--- src/rtl/ag_io_pkg.sv ---
// rtl/ag_io_pkg.sv - address windows, button code table and status bit positions
package ag_io_pkg;

    localparam logic [11:0] WIN_KEY_RD  = 12'hC00;
    localparam logic [11:0] WIN_KEY_POP = 12'hC01;
    localparam logic [11:0] WIN_TAPE    = 12'hC02;
    localparam logic [11:0] WIN_BEEP    = 12'hC03;
    localparam logic [11:0] WIN_INT_EN  = 12'hC04;
    localparam logic [11:0] WIN_INT_DIS = 12'hC05;
    localparam logic [11:0] WIN_STATUS  = 12'hC06;
    localparam logic [7:0]  WIN_VMODE   = 8'hC7;

    localparam int ST_OVF  = 7;
    localparam int ST_PEND = 6;
    localparam int ST_EN   = 5;
    localparam int ST_NE   = 4;

    // Key code injected for front-panel button idx
    function automatic logic [7:0] btn_code(input int idx);
        case (idx)
            0:       return 8'h95;
            1:       return 8'h99;
            2:       return 8'h9A;
            3:       return 8'h88;
            4:       return 8'hC9;
            default: return 8'h80 + 8'(idx);
        endcase
    endfunction

endpackage

--- src/rtl/ag_key_fifo.sv ---
// rtl/ag_key_fifo.sv - key code FIFO with same-cycle push/pop at full and empty
module ag_key_fifo #(
    parameter int DEPTH = 8,
    parameter int W     = 8,
    localparam int AW   = $clog2(DEPTH)
) (
    input  logic          clk,
    input  logic          reset,
    input  logic          push,
    input  logic          pop,
    input  logic [W-1:0]  din,
    output logic [W-1:0]  head,
    output logic [AW:0]   count,
    output logic          full,
    output logic          empty
);

    logic [W-1:0]  mem [DEPTH];
    logic [AW-1:0] wr_ptr;
    logic [AW-1:0] rd_ptr;
    logic          do_pop;
    logic          do_push;

    assign empty   = (count == '0);
    assign full    = (count == (AW+1)'(DEPTH));
    assign head    = mem[rd_ptr];
    // A pop on a full FIFO frees the slot the simultaneous push needs
    assign do_pop  = pop & ~empty;
    assign do_push = push & (~full | do_pop);

    // Pointer and occupancy update
    always_ff @(posedge clk) begin
        if (reset) begin
            wr_ptr <= '0;
            rd_ptr <= '0;
            count  <= '0;
        end else begin
            if (do_push) wr_ptr <= wr_ptr + 1'b1;
            if (do_pop)  rd_ptr <= rd_ptr + 1'b1;
            case ({do_push, do_pop})
                2'b10:   count <= count + 1'b1;
                2'b01:   count <= count - 1'b1;
                default: count <= count;
            endcase
        end
    end

    // Storage write; contents are don't-care until pushed
    always_ff @(posedge clk) begin
        if (do_push) mem[wr_ptr] <= din;
    end

endmodule

--- src/rtl/ag_io_ctrl.sv ---
// rtl/ag_io_ctrl.sv - C0xx/C7xx soft-switch decoder with key FIFO, tick interrupt and toggles
module ag_io_ctrl
    import ag_io_pkg::*;
#(
    parameter int KEY_DEPTH = 8,
    parameter int NBTN      = 5,
    parameter int TICK_DIV  = 1,
    parameter int VM_W      = 8,
    localparam int CW       = $clog2(KEY_DEPTH) + 1
) (
    input  logic            clk,
    input  logic            reset,
    input  logic [15:0]     ab,
    input  logic            acc,
    input  logic            read,
    output logic [7:0]      dout,
    output logic            dout_en,
    input  logic [7:0]      key_code,
    input  logic            key_stb,
    input  logic [NBTN-1:0] btns,
    input  logic            tick_in,
    output logic [VM_W-1:0] vmode,
    output logic            tape_out,
    output logic            beep,
    output logic            int_req,
    output logic            key_ovf
);

    logic hit_key_rd, hit_key_pop, hit_tape, hit_beep;
    logic hit_int_en, hit_int_dis, hit_status, hit_vmode;

    assign hit_key_rd  = acc && (ab[15:4] == WIN_KEY_RD);
    assign hit_key_pop = acc && (ab[15:4] == WIN_KEY_POP);
    assign hit_tape    = acc && (ab[15:4] == WIN_TAPE);
    assign hit_beep    = acc && (ab[15:4] == WIN_BEEP);
    assign hit_int_en  = acc && (ab[15:4] == WIN_INT_EN);
    assign hit_int_dis = acc && (ab[15:4] == WIN_INT_DIS);
    assign hit_status  = acc && (ab[15:4] == WIN_STATUS);
    assign hit_vmode   = acc && (ab[15:8] == WIN_VMODE);

    logic [7:0]      last_key;
    logic            int_en;
    logic            int_pend;
    logic [7:0]      div;
    logic            tick_hist;
    logic [NBTN-1:0] btn_hist;
    logic [NBTN-1:0] btn_pend;

    logic [7:0]      head;
    logic [CW-1:0]   count;
    logic            full;
    logic            empty;

    logic            btn_hit;
    logic [7:0]      btn_sel_code;
    logic [NBTN-1:0] btn_mask;
    logic            push_req;
    logic [7:0]      push_data;
    logic [NBTN-1:0] btn_clr;

    // Lowest-index pending button wins; scan high to low so the last hit sticks
    always_comb begin
        btn_hit      = 1'b0;
        btn_sel_code = 8'h00;
        btn_mask     = '0;
        for (int i = NBTN - 1; i >= 0; i--) begin
            if (btn_pend[i]) begin
                btn_hit      = 1'b1;
                btn_sel_code = btn_code(i);
                btn_mask     = '0;
                btn_mask[i]  = 1'b1;
            end
        end
    end

    assign push_req  = key_stb | btn_hit;
    assign push_data = key_stb ? key_code : btn_sel_code;
    // The chosen button is retired whether its code lands or is dropped
    assign btn_clr   = (!key_stb && btn_hit) ? btn_mask : '0;

    ag_key_fifo #(.DEPTH(KEY_DEPTH), .W(8)) u_fifo (
        .clk   (clk),
        .reset (reset),
        .push  (push_req),
        .pop   (hit_key_pop),
        .din   (push_data),
        .head  (head),
        .count (count),
        .full  (full),
        .empty (empty)
    );

    logic [4:0] cnt5;
    logic [3:0] cnt_sat;
    assign cnt5    = 5'(count);
    assign cnt_sat = (cnt5 > 5'd15) ? 4'hF : cnt5[3:0];

    // CPU read data mux
    always_comb begin
        dout = 8'h00;
        if (hit_key_rd)
            dout = empty ? (last_key & 8'h7F) : (head | 8'h80);
        else if (hit_status)
            dout = {key_ovf, int_pend, int_en, ~empty, cnt_sat};
    end

    assign dout_en = read & (hit_key_rd | hit_status);
    assign int_req = int_pend;

    // Key path: last popped key, overflow flag, button edge capture
    always_ff @(posedge clk) begin
        if (reset) begin
            last_key <= 8'h00;
            key_ovf  <= 1'b0;
            btn_hist <= '0;
            btn_pend <= '0;
        end else begin
            btn_hist <= btns;
            btn_pend <= (btn_pend & ~btn_clr) | (btns & ~btn_hist);
            if (hit_key_pop && !empty) last_key <= head;
            if (hit_key_pop)
                key_ovf <= 1'b0;
            else if (push_req && full)
                key_ovf <= 1'b1;
        end
    end

    // Tape/beep toggles and video-mode latch
    always_ff @(posedge clk) begin
        if (reset) begin
            tape_out <= 1'b0;
            beep     <= 1'b0;
            vmode    <= '0;
        end else begin
            if (hit_tape)  tape_out <= ~tape_out;
            if (hit_beep)  beep     <= ~beep;
            if (hit_vmode) vmode    <= ab[VM_W-1:0];
        end
    end

    logic tick_rise;
    logic div_wrap;
    assign tick_rise = tick_in & ~tick_hist;
    assign div_wrap  = tick_rise && (div == 8'(TICK_DIV - 1));

    // Tick divider and interrupt pending; disable/ack beats a coincident wrap
    always_ff @(posedge clk) begin
        if (reset) begin
            tick_hist <= 1'b0;
            div       <= 8'h00;
            int_en    <= 1'b0;
            int_pend  <= 1'b0;
        end else begin
            tick_hist <= tick_in;
            if (div_wrap)
                div <= 8'h00;
            else if (tick_rise)
                div <= div + 8'h01;
            if (hit_int_en)
                int_en <= 1'b1;
            else if (hit_int_dis)
                int_en <= 1'b0;
            if (hit_int_dis)
                int_pend <= 1'b0;
            else if (div_wrap && int_en)
                int_pend <= 1'b1;
        end
    end

endmodule

--- config.mk ---
export PLATFORM = sky130hd
export DESIGN_NAME = ag_io_ctrl
export DESIGN_NICKNAME = d
export VERILOG_FILES = /design/src/rtl/ag_io_pkg.sv /design/src/rtl/ag_key_fifo.sv /design/src/rtl/ag_io_ctrl.sv
export SDC_FILE = /design/constraint.sdc
export NUM_CORES = 1
export LEC_CHECK = 0
export CORE_MARGIN = 5
export CORE_UTILIZATION = 55
export CTS_CLUSTER_DIAMETER = 100
export CTS_CLUSTER_SIZE = 30
export DETAILED_ROUTE_END_ITERATION = 10
export PLACE_DENSITY = 0.88
export SETUP_SLACK_MARGIN = 0.1
export SLEW_MARGIN = 10
export SYNTH_ARGS = -nofsm -noshare
export SYNTH_HDL_FRONTEND = slang
export SYNTH_SLANG_ARGS = --single-unit
--- constraint.sdc ---
create_clock -name clk -period 5.35 [get_ports clk]
set_input_delay 1.605 -clock clk [delete_from_list [all_inputs] [get_ports clk]]
set_output_delay 1.605 -clock clk [all_outputs]
set_load 0.05 [all_outputs]
==> run_results.csv, run 1 <==
group,metric,value,unit
worst_setup_path,rr_endpoint,"u_fifo.count[2]",
synth,synth.top_cells.by_count,"56 x edfxtp_1, 52 x dfxtp_1, 29 x nor2_1, 25 x a21oi_1, 20 x nand2_1",
timing,slew_viol_final,0,
synth,synth_top_cell_by_area,"edfxtp_1",
cts,clk_pin_slew_worst_paths,0.09,ns
detailed_routing,dr.first_iter.drc_count,268,
grt,grt-ovfl-total,0,
status,status,"complete, no violations",
place,dp.cells,540,
die,floorplan.initialDensity,55.6,%
cts,clk_path_buf_depth,2,
timing,fin_crit,5.21,ns
die,rows,34,
timing,fmax,192,MHz
grt,antenna_found_initial,0,
cts,cts_num_sinks,108,
cts,cts-root-buf,"clkbuf_8",
worst_setup_path,path_class,"primary input to primary output",
worst_setup_path,rrSetupSlack,2.37,ns
synth,synth_top_area_share,35.4,%
synth,ys_seq_area_share,57.3,%
synth,yosysWarnings,0,
timing,rsz0062_at_grt,"no",
worst_setup_path,crit_slowest_cell,"clkdlybuf4s50_1",
timing,skew,0.0124,ns
detailed_routing,drc_errors,0,
worst_hold_path,hold_class,"flop to flop",
synth,synth_ff_type,"edfxtp_1",
synth,synthCells,377,
synth,netlist_area,0.00475,mm²
timing,tightest_slew,0.892,ns
worst_setup_path,critPathMostFrequentCell,"buf_4",
detailed_routing,routed_wirelength,10.8,mm
worst_setup_path,start_kind,"primary input",
worst_setup_path,worst_ep_required_time,3.74,ns
grt,grt_pass1_vias,3448,
worst_setup_path,critPathCaptureType,"primary output",
layout,fillers,549,
run,cap_violations,0,
worst_hold_path,min_from,"btn_hist[4]",
layout,fin_nets,488,
timing,setup_viol,0,
cts,clk_latency,0.36,ns
worst_setup_path,reg2reg_from,"btn_pend[2]",
place,portBuffers,54,
worst_hold_path,hold_path_depth,2,
layout,drive_above_1_share,18.0,%
power_and_ir_drop,power.leakage,0.00198,µW
synth,synthesis.nets,419,
timing,period_share,97.5,%
synth,yosysMostFrequentCell,"edfxtp_1",
detailed_routing,wire_per_inst,19.3,µm
die,fp.dieArea,0.0106,mm²
grt,grt_first_pass_wirelength,17.0,mm
detailed_routing,antenna_left,0,
worst_setup_path,r2r_cells,11,
die,core_area,0.00855,mm²
worst_setup_path,worstPathArrival,3.61,ns
layout,area_growth,22.1,%
timing,setup_tns,0,ns
die,chipHeight,103,µm
worst_hold_path,hold_end,"btn_pend[4]",
power_and_ir_drop,peakVddDrop,200,µV
timing,maxSlewHeadroom,40.0,%
place,hpwlAfterDp,7.50,mm
cts,cts_made_buffers,9,
synth,synth.avg_cell_area,12.6,µm²
synth,synth.area.top_cells,"edfxtp_1 35%, dfxtp_1 22%, mux4_2 6.6%",
grt,grt_max_degree,51,
die,die_w,103,µm
layout,stdcell_count,560,
synth,synth_cell_types,56,
grt,grt.total_usage,20.8,%
synth,synth_edf_count,56,
die,top_level_ports,56,
place,gp_congestion,0.846,
worst_setup_path,worstPathCellList,"clkdlybuf4s50_1 -> nand4b_1 -> buf_4 -> nor4_4 -> buf_4 -> nand2_1 -> o211ai_1 -> clkbuf_16",
worst_setup_path,critPathMaxFanout,5,
synth,ys_ff_latch,108,
detailed_routing,drtPass1Iterations,5,
detailed_routing,vias,3384,
cts,cts_tree,"yes",
power_and_ir_drop,p_per_area,272,mW/mm²
synth,async_reset_ff_share,0,%
timing,finalHoldViolCount,0,
worst_setup_path,max_stage_delay,0.44,ns
detailed_routing,vias_per_cell,6.04,
cts,cts_htree_levels,3,
area by class of cell:
cell class,instances,area [µm²],area share (%)
well taps,108,135,2.33
inverters,8,35.0,0.604
diodes,1,2.50,0.0431
clock buffers,9,124,2.13
repair buffers,73,790,13.6
flip-flops and latches,108,2720,46.9
clock inverters,7,51.3,0.884
multi-input cells,246,1940,33.5
layout by cell type (no fill, tap or decap), types with 9 or more instances in the layout:
master / Yosys / layout
edfxtp_1: 56 / 56
dfxtp_1: 52 / 52
clkdlybuf4s50_1: 0 / 41
nor2_1: 29 / 29
a21oi_1: 25 / 25
nand2_1: 20 / 20
buf_4: 0 / 18
mux2i_1: 16 / 16
mux4_2: 14 / 14
nor2b_1: 13 / 13
o21ai_0: 12 / 12
nand3_1: 11 / 11
clkbuf_8: 0 / 9
metrics by stage:
| stage | hold slack (ns) | setup slack, ns | total power, µW | area [µm²] | util [%] |
|---|---|---|---|---|---|
| after CTS | 0.498 | 0.111 | 1590 | 5780 | 67.6 |
| after global routing | 0.536 | 0.0716 | 1650 | 5800 | 67.9 |
| after floorplan | 0.450 | 0.154 | 1070 | 4750 | - |
| after global placement | 0.463 | 0.132 | 1140 | 5570 | 65.2 |
| final | 0.494 | 0.135 | 1580 | 5800 | 67.9 |
| after detailed placement | 0.478 | 0.110 | 1150 | 5570 | 65.2 |
kinds of logic after synthesis:
group	Yosys count	synth area share [%]
and+or+nand+nor	131	17.4
DFF	108	57.3
xor gates and xnor gates	8	1.47
buffers and inverters	23	2.11
muxes	35	11.2
adders and majority gates	7	1.84
AOI/OAI and AO/OA	65	8.71
routing by layer:
layer  share of wire [%]  wire length, µm  GRT usage, %
met4                 2.5              273          7.37
met2                  54             5880          37.0
met1                  38             4130          25.6
met3                 4.9              525          3.52
met5                   0                0             0
registers in the layout (all words and copies together), names as in the netlist, 4 cells and up, named ones only:
signal,cells
btn_hist,5
btn_pend,5
div,8
last_key,7
u_fifo.count,4
u_fifo.mem,56
vmode,8
power by group:
part           total (µW)  switching, µW  internal (µW)  leakage (µW)
Combinational         191            106           84.4      0.000951
Clock                 441            269            172     0.0000875
Sequential            948           27.6            921      0.000940
Total                1580            403           1180       0.00198
repair_timing:
action / 4_1_cts / 5_1_grt
pin swaps: 3 / 4
endpoints found under the hold margin: 0 / 0
setup endpoints to repair: 1 / 1
setup buffers: 1 / 2
hold buffers: 0 / 0
gates resized for setup: 4 / 6
worst max path at each step:
stage	from	end	slack, ns	depth (start not counted)
after global placement	ab[9]	dout[0]	0.13	6
after global routing	ab[12]	dout[0]	0.07	8
final	ab[12]	dout[0]	0.14	8
after CTS	ab[7]	dout[0]	0.11	6
after floorplan	ab[7]	dout[0]	0.15	4
after detailed placement	ab[9]	dout[0]	0.11	6
critical path: cells and delay by family:
kind / cells / cell delay (ns)
buffers and inverters: 4 / 1.10
AND/OR/NAND/NOR: 3 / 0.70
AO/OA/AOI/OAI: 1 / 0.19
No activity file was read; power rests on OpenSTA's default activity.
==> run 2: changes to the inputs <==
- PLACE_DENSITY: 0.88 -> 0.79
- SETUP_SLACK_MARGIN: 0.1 -> 0.5
- TNS_END_PERCENT: not set -> 20
==> run_results.csv, run 2 (synthesized netlist as in run 1, its figures left out) <==
group,metric,value,unit
layout,fillers,613,
place,hpwlAfterDp,6.82,mm
timing,setup_tns,0,ns
worst_setup_path,worstPathArrival,3.22,ns
cts,clk_path_buf_depth,2,
die,rows,34,
grt,grt-ovfl-total,0,
cts,clk_latency,0.36,ns
worst_setup_path,cp.depth,6,
cts,cts_num_sinks,108,
detailed_routing,wire_per_inst,17.3,µm
layout,drive_above_1_share,18.7,%
worst_setup_path,critPathCaptureType,"primary output",
layout,fin_nets,487,
worst_setup_path,reg2reg_from,"btn_pend[2]",
layout,final_common_cell,"edfxtp_1",
timing,rsz0062_at_grt,"yes",
die,fp.dieArea,0.0106,mm²
worst_setup_path,cpLargestDelayFamily,"simple AND/OR/NAND/NOR gates",
die,die_w,103,µm
worst_setup_path,rr_endpoint,"u_fifo.count[2]",
layout,top_register,"u_fifo.mem",
run,cap_violations,0,
place,portBuffers,54,
grt,grt_first_pass_wirelength,15.7,mm
timing,fmax,207,MHz
cts,cts_htree_levels,3,
worst_setup_path,worst_ep_required_time,3.74,ns
worst_setup_path,path_buf_inv,2,
layout,largest_reg_flops,56,
layout,area_growth,21.9,%
detailed_routing,drtPass1Iterations,6,
timing,holdWs,0.491,ns
grt,grt_max_degree,42,
worst_hold_path,hold_end,"last_key[4]",
worst_setup_path,max_stage_delay,0.58,ns
worst_hold_path,hold_path_depth,2,
worst_setup_path,path_class,"primary input to primary output",
layout,diodes,0,
detailed_routing,drc_errors,0,
worst_hold_path,min_from,"last_key[4]",
timing,fin_crit,4.83,ns
cts,clk_pin_slew_worst_paths,0.11,ns
timing,setup_viol,0,
power_and_ir_drop,power.leakage,0.00197,µW
timing,finalHoldViolCount,0,
detailed_routing,dr.first_iter.drc_count,199,
die,floorplan.initialDensity,55.6,%
detailed_routing,routed_wirelength,9.67,mm
timing,tightest_slew,0.997,ns
worst_setup_path,crit_slowest_cell,"or4_4",
detailed_routing,vias,3222,
die,core_area,0.00855,mm²
die,top_level_ports,56,
grt,antenna_found_initial,0,
power_and_ir_drop,p_per_area,277,mW/mm²
worst_setup_path,start_kind,"primary input",
power_and_ir_drop,report.power.total,1600,µW
layout,top_regs,"u_fifo.mem: 56 flops, div: 8 flops, vmode: 8 flops",
die,chipHeight,103,µm
grt,grt_pass1_vias,3211,
worst_setup_path,r2r_cells,11,
worst_setup_path,critPathLaunch,"ab[7]",
power_and_ir_drop,peakVddDrop,156,µV
timing,period_share,90.3,%
cts,cts-root-buf,"clkbuf_8",
timing,slew_viol_final,0,
layout,layout_common_cells,"56 x edfxtp_1, 52 x dfxtp_1, 32 x clkdlybuf4s50_1",
worst_setup_path,critPathMaxFanout,7,
detailed_routing,antenna_left,0,
layout,multiInputGateArea,0.00195,mm²
timing,maxSlewHeadroom,32.9,%
detailed_routing,vias_per_cell,5.77,
worst_setup_path,worstPathCellList,"buf_6 -> or4_4 -> nor4_4 -> nand2_2 -> o211ai_1 -> buf_12",
grt,grt.total_usage,19.1,%
worst_setup_path,rrSetupSlack,2.38,ns
status,status,"complete, no violations",
cts,cts_made_buffers,9,
place,gp_congestion,0.839,
worst_hold_path,hold_class,"flop to flop",
cts,cts_tree,"yes",
layout,ff_latch_area,0.00272,mm²
timing,skew,0.0188,ns
==> run 2: worst max path at each step <==
stage	slack (ns)	endpoint
6_report	0.52	dout[1]
5_1_grt	0.44	dout[2]
4_1_cts	0.44	dout[2]
3_5_place_dp	0.17	dout[4]
3_3_place_gp	0.16	dout[4]
2_1_floorplan	0.24	dout[0]
==> run 2: timing repair <==
| action | CTS | global route |
|---|---|---|
| pin swaps | 7 | 4 |
| hold buffers | 0 | 0 |
| buffers inserted | 2 | 1 |
| endpoints found under the setup margin | 9 | 7 |
| cloned | 0 | 0 |
| endpoints found under the hold margin | 0 | 0 |
| resized for setup | 29 | 6 |
==> run 2: stage by stage <==
stage	area, µm²	setup slack, ns	util, %	instances
2_1_floorplan	4760	0.238	-	377
3_3_place_gp	5570	0.157	65.2	539
3_5_place_dp	5570	0.168	65.2	539
4_1_cts	5790	0.436	67.7	557
5_1_grt	5800	0.438	67.8	558
6_report	5800	0.522	67.8	558
==> run 2: layer usage <==
metal / vias up / wire, µm / global-route usage, %
li1: 1570 / - / -
met1: 1556 / 4230 / 26.2
met2: 88 / 4930 / 31.4
met3: 8 / 421 / 3.04
met4: 0 / 87 / 5.88
met5: - / 0 / 0
==> run 2: layout make-up <==
cell class / count / area share [%]
clock inverters: 7 / 1.12
well taps: 108 / 2.33
repair buffers: 72 / 13.1
flip-flops and latches: 108 / 47.0
clock buffers: 9 / 2.14
inverters: 8 / 0.604
multi-input cells: 246 / 33.7
==> run 2: power breakdown <==
part / switching (µW) / internal, µW
Clock: 289 / 180
Sequential: 27.9 / 921
Combinational: 103 / 82.4
Total: 420 / 1180
==> run 2: worst reg2reg max path: cells and delay by family (launching register included) <==
kind,cells,cell delay (ns)
AND/OR/NAND/NOR,3,1.27
flip-flops,1,0.35
adder cells (fa/ha/maj),2,0.43
AO/OA/AOI/OAI,3,0.38
buffers and inverters,1,0.12
XOR/XNOR,2,0.34
